$ cat config.mk
export PLATFORM = sky130hd
export DESIGN_NAME = pwm_3phase_gen
export DESIGN_NICKNAME = d
export VERILOG_FILES = /design/src/rtl/pwm_3phase_gen.sv
export SDC_FILE = /design/constraint.sdc
export NUM_CORES = 1
export LEC_CHECK = 0
export BUFFER_PORTS_ARGS = -buffer_cell sky130_fd_sc_hd__buf_2
export CORE_AREA = 2 2 121 123
export CTS_BUF_LIST = sky130_fd_sc_hd__clkbuf_16
export DETAILED_ROUTE_END_ITERATION = 12
export DIE_AREA = 0 0 123 125
export GPL_TIMING_DRIVEN = 0
export PLACE_DENSITY = 0.44
export SLEW_MARGIN = 20
export SYNTH_ARGS = -nofsm -noshare
export SYNTH_HDL_FRONTEND = slang
export SYNTH_SLANG_ARGS = --single-unit
$ cat constraint.sdc
create_clock -name clk -period 3.9 [get_ports clk]
set_input_delay 0 -clock clk [delete_from_list [all_inputs] [get_ports clk]]
set_output_delay 0 -clock clk [all_outputs]
set_load 0.05 [all_outputs]
$ cat src/rtl/pwm_3phase_gen.sv
// Three-phase PWM commutation generator.
// A runtime step divider advances a six-step commutation index. The index
// selects a 120-degree-offset phase pattern, which is chopped by a free-running
// duty carrier. All outputs are registered.
module pwm_3phase_gen #(
  parameter int unsigned DIV_W  = 24,
  parameter int unsigned DUTY_W = 8
) (
  input  logic              clk,
  input  logic              rst_n,
  input  logic              enable,
  input  logic              dir,
  input  logic [DIV_W-1:0]  period,
  input  logic [DUTY_W-1:0] duty,
  output logic              pwm_phase1,
  output logic              pwm_phase2,
  output logic              pwm_phase3,
  output logic [2:0]        step_idx,
  output logic              step_strobe,
  output logic              running
);

  logic              running_q,     running_d;
  logic [2:0]        step_idx_q,    step_idx_d;
  logic [DIV_W-1:0]  div_cnt_q,     div_cnt_d;
  logic [DIV_W-1:0]  period_q,      period_d;
  logic [DUTY_W-1:0] car_cnt_q,     car_cnt_d;
  logic              step_strobe_q, step_strobe_d;
  logic [2:0]        phase_q,       phase_d;

  logic [DIV_W-1:0]  period_min;
  logic [2:0]        step_next;
  logic [2:0]        pattern;
  logic              last_cnt;
  logic              chop;

  // Pattern, chop and next-step decode from current registered state
  always_comb begin
    period_min = (period < DIV_W'(2)) ? DIV_W'(2) : period;
    last_cnt   = (div_cnt_q == (period_q - DIV_W'(1)));
    chop       = (car_cnt_q < duty) | (&duty);

    if (dir) step_next = (step_idx_q == 3'd5) ? 3'd0 : step_idx_q + 3'd1;
    else     step_next = (step_idx_q == 3'd0) ? 3'd5 : step_idx_q - 3'd1;

    // Bit order {phase3, phase2, phase1}
    case (step_idx_q)
      3'd0:    pattern = 3'b101;
      3'd1:    pattern = 3'b001;
      3'd2:    pattern = 3'b011;
      3'd3:    pattern = 3'b010;
      3'd4:    pattern = 3'b110;
      3'd5:    pattern = 3'b100;
      default: pattern = 3'b000;
    endcase
  end

  // Next-state: enable low clears counters and outputs but holds step_idx;
  // a disable on an advance edge suppresses the advance.
  always_comb begin
    running_d     = enable;
    step_idx_d    = step_idx_q;
    div_cnt_d     = '0;
    car_cnt_d     = '0;
    period_d      = period_q;
    step_strobe_d = 1'b0;
    phase_d       = '0;

    if (enable) begin
      if (!running_q) begin
        period_d = period_min;
      end else begin
        car_cnt_d = car_cnt_q + DUTY_W'(1);
        phase_d   = pattern & {3{chop}};
        if (last_cnt) begin
          period_d      = period_min;
          step_idx_d    = step_next;
          step_strobe_d = 1'b1;
        end else begin
          div_cnt_d = div_cnt_q + DIV_W'(1);
        end
      end
    end
  end

  // State and output registers, asynchronous active-low reset
  always_ff @(posedge clk or negedge rst_n) begin
    if (!rst_n) begin
      running_q     <= 1'b0;
      step_idx_q    <= '0;
      div_cnt_q     <= '0;
      period_q      <= '0;
      car_cnt_q     <= '0;
      step_strobe_q <= 1'b0;
      phase_q       <= '0;
    end else begin
      running_q     <= running_d;
      step_idx_q    <= step_idx_d;
      div_cnt_q     <= div_cnt_d;
      period_q      <= period_d;
      car_cnt_q     <= car_cnt_d;
      step_strobe_q <= step_strobe_d;
      phase_q       <= phase_d;
    end
  end

  assign pwm_phase1  = phase_q[0];
  assign pwm_phase2  = phase_q[1];
  assign pwm_phase3  = phase_q[2];
  assign step_idx    = step_idx_q;
  assign step_strobe = step_strobe_q;
  assign running     = running_q;

endmodule

==> run metrics, run 1 <==
routed via count 3,192; share of cells above drive strength 1 18.1%; cell row count 44; number of remaining DRC errors 0; Total GRT Usage 13.8%; CTS root buf clkbuf_16; Post-Layout Cell Count 669; slowest CP cell dfrtp_1; Max Slew Vio Count 0; worst skew pair latency 0.33 ns; CP arrival 3.58 ns; count of cell types in the netlist 53; maximum vdd ir drop 167 uV; fill cell count 1,461; RSZ-0062 raised after global routing no; most area-hungry cell type in the Yosys netlist dfrtp_1; Min-Delay Path Depth 4; Gates resized, CTS repair 0; Inst Count DP 628; pin count of the biggest net entering global routing 42; Core Box Area 0.0142 sq mm; vias in the first global route 3,167; Max stage delay on crit path 0.45 ns; Final setup viols 0; Worst path most repeated cell clkbuf_1; skew final 0.00635 ns; vias per std cell 4.77; asr flop ratio synth 100%; nets 530; ANT cells 0; post-route antenna net violation count 0; PortBufs 43; CP Launch Type register; Static Leak 2.22 nW; most common cell after layout, fill and taps aside dfrtp_1; die height 125 um; post-synthesis net count 449; Fin. Hold Viols 0; Worst Path Buf+Inv 4; WL per Instance 15.1 um; # H-tree levels 3; critical path, cell by cell inv_1, ha_1, clkbuf_1, nand3_1, a221oi_1, a41o_1, nor4b_1, nand2_1, nor4_2, or2_1, clkbuf_1, buf_2, nor2_1; CTS Sinks 64; final setup margin 0.524 ns; Relative slew margins 64.1%; Power per Cell Area 357 mW/mm^2; synth top area cells dfrtp_1 (40%), xor2_1 (7.9%), mux2_4 (6.8%); DRT iter0 DRCs 137; Setup CP Type reg -> reg; die width 123 um; data required time of the critical path 4.11 ns; starting density of the core 28.2%; Crit path max-delay family buffers and inverters; # Max-Cap Violations 0; Crit path depth 13; Tmin final 3.38 ns; Tcrit/Tclk final 86.6%; Synth Area per Inst 10.0 sq um; placer's final routability congestion estimate 0.811; ys flop type dfrtp_1; Die Area 0.0154 sq mm; Total Routed Length 10,100 um; TritonCTS clock tree done; first-pass GRT wire length 16,300 um; detailed placement HPWL 7480 um; Yosys warnings 0; Area Overhead vs Synth 24.5%; Num CTS Buffers 9; I/O pins 44; Gate Count Post-Synth 400; CP Max Fanout 10; top cell type's share of synthesized area 40.0%; Pre-Repair DR Iteration Count 4; Fin Hold WS 0.0442 ns; R2R cell count 13; Hold WC Path Type in -> reg; status finished clean; Clock Tree Buf Depth 2; gr ovfl total 0; Place WS 0.478 ns; fmax 296 MHz; Seq/Total Area, Yosys 40.0%; Worst Setup End Kind register; Yosys reg bits 64; initial antenna violation count 0; Clk pin slew, worst setup/hold paths 0.05 ns; fin util 35.1%; Post-synth EDFFs 0; setup TNS 0 ns; Mapped Area 0.00400 sq mm; most frequent cells in the layout dfrtp_1 (64), nor2_1 (49), buf_2 (45); Worst-Margin Slew 0.535 ns
==> timing repair <==
action                                 4_1_cts  5_1_grt
endpoints found under the hold margin       90        0
hold buffers                                26        0
buffers inserted                             0        0
==> logic make-up (layout without fill, tap and decap cells) <==
logic type                 after synthesis  in the layout  share of synthesized area, %
DFF                                     64             64                          40.0
AOI/OAI and AO/OA                       43             43                          7.53
adders and majority gates               13             13                          4.06
xor gates and xnor gates                59             59                          13.2
buffers and inverters                   28            113                          3.28
and+or+nand+nor                        168            168                          23.3
muxes                                   25             25                          8.62
==> tightest hold or removal path, cell delays in order <==
cell and delay (ns):
buf_2 0.13, o21ai_0 0.08, nand2_1 0.06, o21ai_1 0.05
==> per-stage QoR <==
| stage | power, mW | cell area, sq um |
|---|---|---|
| after global placement | 1.06 | 4450 |
| final | 1.78 | 4990 |
| after CTS | 1.82 | 4990 |
| after global routing | 1.89 | 4990 |
| after detailed placement | 1.07 | 4470 |
| after floorplan | 0.969 | 4000 |
==> synthesized netlist by cell type, types with 11 or more instances <==
master and number:
dfrtp_1 64, nor2_1 49, xor2_1 36, xnor2_1 22
nand2_1 21, mux2_4 18, nand3_1 18, nor3_1 16
inv_1 15, ha_1 13, nor4_1 12, nand4_1 11
==> where the power goes <==
group          total [mW]  leakage, nW  switching [mW]  internal, mW
clock               0.703        0.127           0.287         0.417
combinational       0.310         1.26           0.151         0.159
sequential          0.768        0.825          0.0642         0.704
total                1.78         2.22           0.501          1.28
==> routing by layer <==
metal	vias to the layer above	global-route usage, %	share of wire [%]
li1	1605	-	-
met1	1520	19.1	49
met2	59	21.4	46
met3	8	3.01	3.7
met4	0	4.41	1.1
met5	-	0	0
==> flip-flops by register name (all words and copies together) (netlist names) <==
signal and count:
car_cnt_q 8, div_cnt_q 24, period_q 24, phase_q 3, running 1, step_idx 3, step_strobe 1
==> final timing paths <==
path,end,slack [ns],startpoint
setup / recovery,div_cnt_q[19],0.52,period_q[0]
hold / removal,step_idx[2],0.04,dir
setup reg to reg,div_cnt_q[19],0.52,period_q[0]
hold reg to reg,car_cnt_q[0],0.49,car_cnt_q[0]
max in group asynchronous,period_q[16],3.26,rst_n
min in group asynchronous,div_cnt_q[8],0.11,rst_n
==> layout make-up <==
cell class              count  area [sq um]  area share [%]
clock buffers               9           225            4.52
multi-input cells         308          2270            45.5
plain buffers              13          75.1            1.51
inverters                  15          56.3            1.13
flip-flops and latches     64          1600            32.1
repair buffers             70           498            9.99
clock inverters             6          28.8           0.577
well taps                 184           230            4.62
(Power assumes the default switching activity.)
==> run 2: changes to the inputs <==
- CORE_AREA: 2 2 121 123 -> 4 4 123 125
- DIE_AREA: 0 0 123 125 -> 0 0 127 129
==> run 2 against run 1 <==
Flip-flop and latch count unchanged; sequential power about the same; clock power grew 11%; hold slack got worse by 0.0072 ns; critical path type unchanged; critical endpoint is now div_cnt_q[18]; largest power group is now the clock network.
==> run metrics, run 2 (synthesis results as in run 1) <==
Min-Delay Path Depth 4 (unchanged); starting density of the core 28.8% (+0.66 points); first-pass GRT wire length 16,800 um (+3.3%); Relative slew margins 61.4% (-2.6 points); most common cell after layout, fill and taps aside dfrtp_1; worst skew pair latency 0.33 ns (about the same); R2R cell count 13 (unchanged); routed via count 3,189 (-0.094%); P_int 1.35 mW (+5.6%); data required time of the critical path 4.11 ns (about the same); DRT iter0 DRCs 133 (-2.9%); fmax 296 MHz (-0.23%); post-route antenna net violation count 0 (unchanged); Clk pwr share 41.9% (+2.4 points); Num CTS Buffers 9 (unchanged); skew final 0.00601 ns (-0.000344 ns); setup TNS 0 ns (unchanged); Setup CP Type reg -> reg; Flop pwr share 41.2% (-1.9 points); hold_sp dir; die height 129 um (+3.2%); Power per Cell Area 370 mW/mm^2 (+3.6%); die width 127 um (+3.3%); worst r2r dst div_cnt_q[18]; ANT cells 0 (unchanged); share of cells above drive strength 1 18.9% (+0.79 points); Die Area 0.0164 sq mm (+6.6%); detailed placement HPWL 7470 um (-0.17%); Sw Pwr 0.508 mW (+1.2%); Hold WC Path Type in -> reg; Total GRT Usage 13.0% (-0.78 points); CTS root buf clkbuf_16; Pre-Repair DR Iteration Count 4 (unchanged); most frequent cells in the layout dfrtp_1 (64), nor2_1 (49), buf_2 (45); PortBufs 43 (unchanged); Tmin final 3.38 ns (+0.00776 ns); Total Routed Length 9980 um (-0.88%); Gate power share 16.8% (-0.6 points); number of remaining DRC errors 0 (unchanged); WL per Instance 15.0 um (-0.44%); R2R Path Start period_q[0]; Max Slew Vio Count 0 (unchanged); Area Overhead vs Synth 25.4%; Min-Delay Endpoint step_idx[2]; Clk pin slew, worst setup/hold paths 0.05 ns (about the same); # Max-Cap Violations 0 (unchanged); Top Registers div_cnt_q (24), period_q (24), car_cnt_q (8); maximum vdd ir drop 173 uV (+4.0%); RSZ-0062 raised after global routing no; placer's final routability congestion estimate 0.807 (-0.52%); switch share 27.3% (-0.86 points); Static Leak 2.24 nW (+0.93%); CP Max Fanout 10 (unchanged); Final setup viols 0 (unchanged); vias in the first global route 3,298 (+4.1%); Core Box Area 0.0139 sq mm (-2.3%); R2R setup slack 0.52 ns (about the same); Place WS 0.511 ns (+0.0329 ns); Worst Setup End Kind register; CTS Sinks 64 (unchanged); Post-CTS Setup Inserts 0 (unchanged); TritonCTS clock tree done; fill cell count 1,418 (-2.9%); status finished clean; nets 530 (unchanged); I/O pins 44 (unchanged); pin count of the biggest net entering global routing 47 (+12%); CP arrival 3.59 ns (about the same); Fin. Hold Viols 0 (unchanged); final setup margin 0.517 ns (-0.00776 ns); gr ovfl total 0 (unchanged); vias per std cell 4.79 (+0.36%); Clock Tree Buf Depth 2 (unchanged); cell row count 43 (-2.3%); initial antenna violation count 0 (unchanged); # H-tree levels 3 (unchanged); Tcrit/Tclk final 86.8% (+0.20 points); CP Launch Type register; Worst-Margin Slew 0.574 ns (+0.0392 ns)
[run 2: what timing repair did]
action,4_1_cts,5_1_grt
resized for setup,0,0
endpoints found under the hold margin,90,0
hold buffers,26,0
[run 2: power by group through the flow]
stage / clock network (mW) / registers [mW] / logic [mW]
after CTS: 0.805 / 0.767 / 0.315
after global routing: 0.832 / 0.775 / 0.347
after floorplan: 0 / 0.762 / 0.207
after global placement: 0 / 0.779 / 0.285
after detailed placement: 0 / 0.778 / 0.293
final: 0.780 / 0.767 / 0.313
[run 2: per-layer routing]
| metal | vias up | wire length [um] | GRT usage, % |
|---|---|---|---|
| li1 | 1590 | - | - |
| met1 | 1525 | 4880 | 17.3 |
| met2 | 61 | 4560 | 20.8 |
| met3 | 13 | 343 | 2.99 |
| met4 | 0 | 196 | 4.73 |
| met5 | - | 0 | 0 |
[run 2: stage by stage]
step / std cells / cell area (sq um) / util, % / hold WS, ns / power, mW
after detailed placement: 624 / 4470 / 32.2 / -0.0894 / 1.07
after floorplan: 400 / 4000 / - / -0.296 / 0.969
final: 666 / 5020 / 36.2 / 0.0371 / 1.86
after global placement: 623 / 4440 / 32.0 / 0.188 / 1.06
after CTS: 666 / 5020 / 36.2 / 0.0199 / 1.89
after global routing: 666 / 5020 / 36.2 / 0.0777 / 1.95
[run 2: cell type report]
class	count	area, sq um	share of cell area (%)
inverter	15	56.3	1.12
sequential	64	1600	31.9
clock buffer	9	225	4.48
timing repair buffer	70	505	10.1
multi-input combinational	308	2270	45.2
clock inverter	7	62.6	1.25
tap	180	225	4.48
buffer	13	75.1	1.49
[run 2: critical path, cell delays in order (launching register included)]
cell and delay, ns:
dfrtp_1 0.45, inv_1 0.11, ha_1 0.22, clkbuf_1 0.40, nand3_1 0.13, a221oi_1 0.30
a41o_1 0.17, nor4b_1 0.33, nand2_1 0.11, nor4_2 0.25, or2_1 0.15, clkbuf_1 0.25
buf_2 0.31, nor2_1 0.08
[run 2: how the worst max path moves through the flow]
stage / start / to / slack (ns)
CTS: period_q[0] / div_cnt_q[18] / 0.48
finish: period_q[0] / div_cnt_q[18] / 0.52
global placement: period_q[0] / div_cnt_q[22] / 0.50
global route: period_q[0] / div_cnt_q[18] / 0.17
floorplan: period_q[2] / period_q[10] / 1.18
detailed placement: period_q[0] / div_cnt_q[19] / 0.51
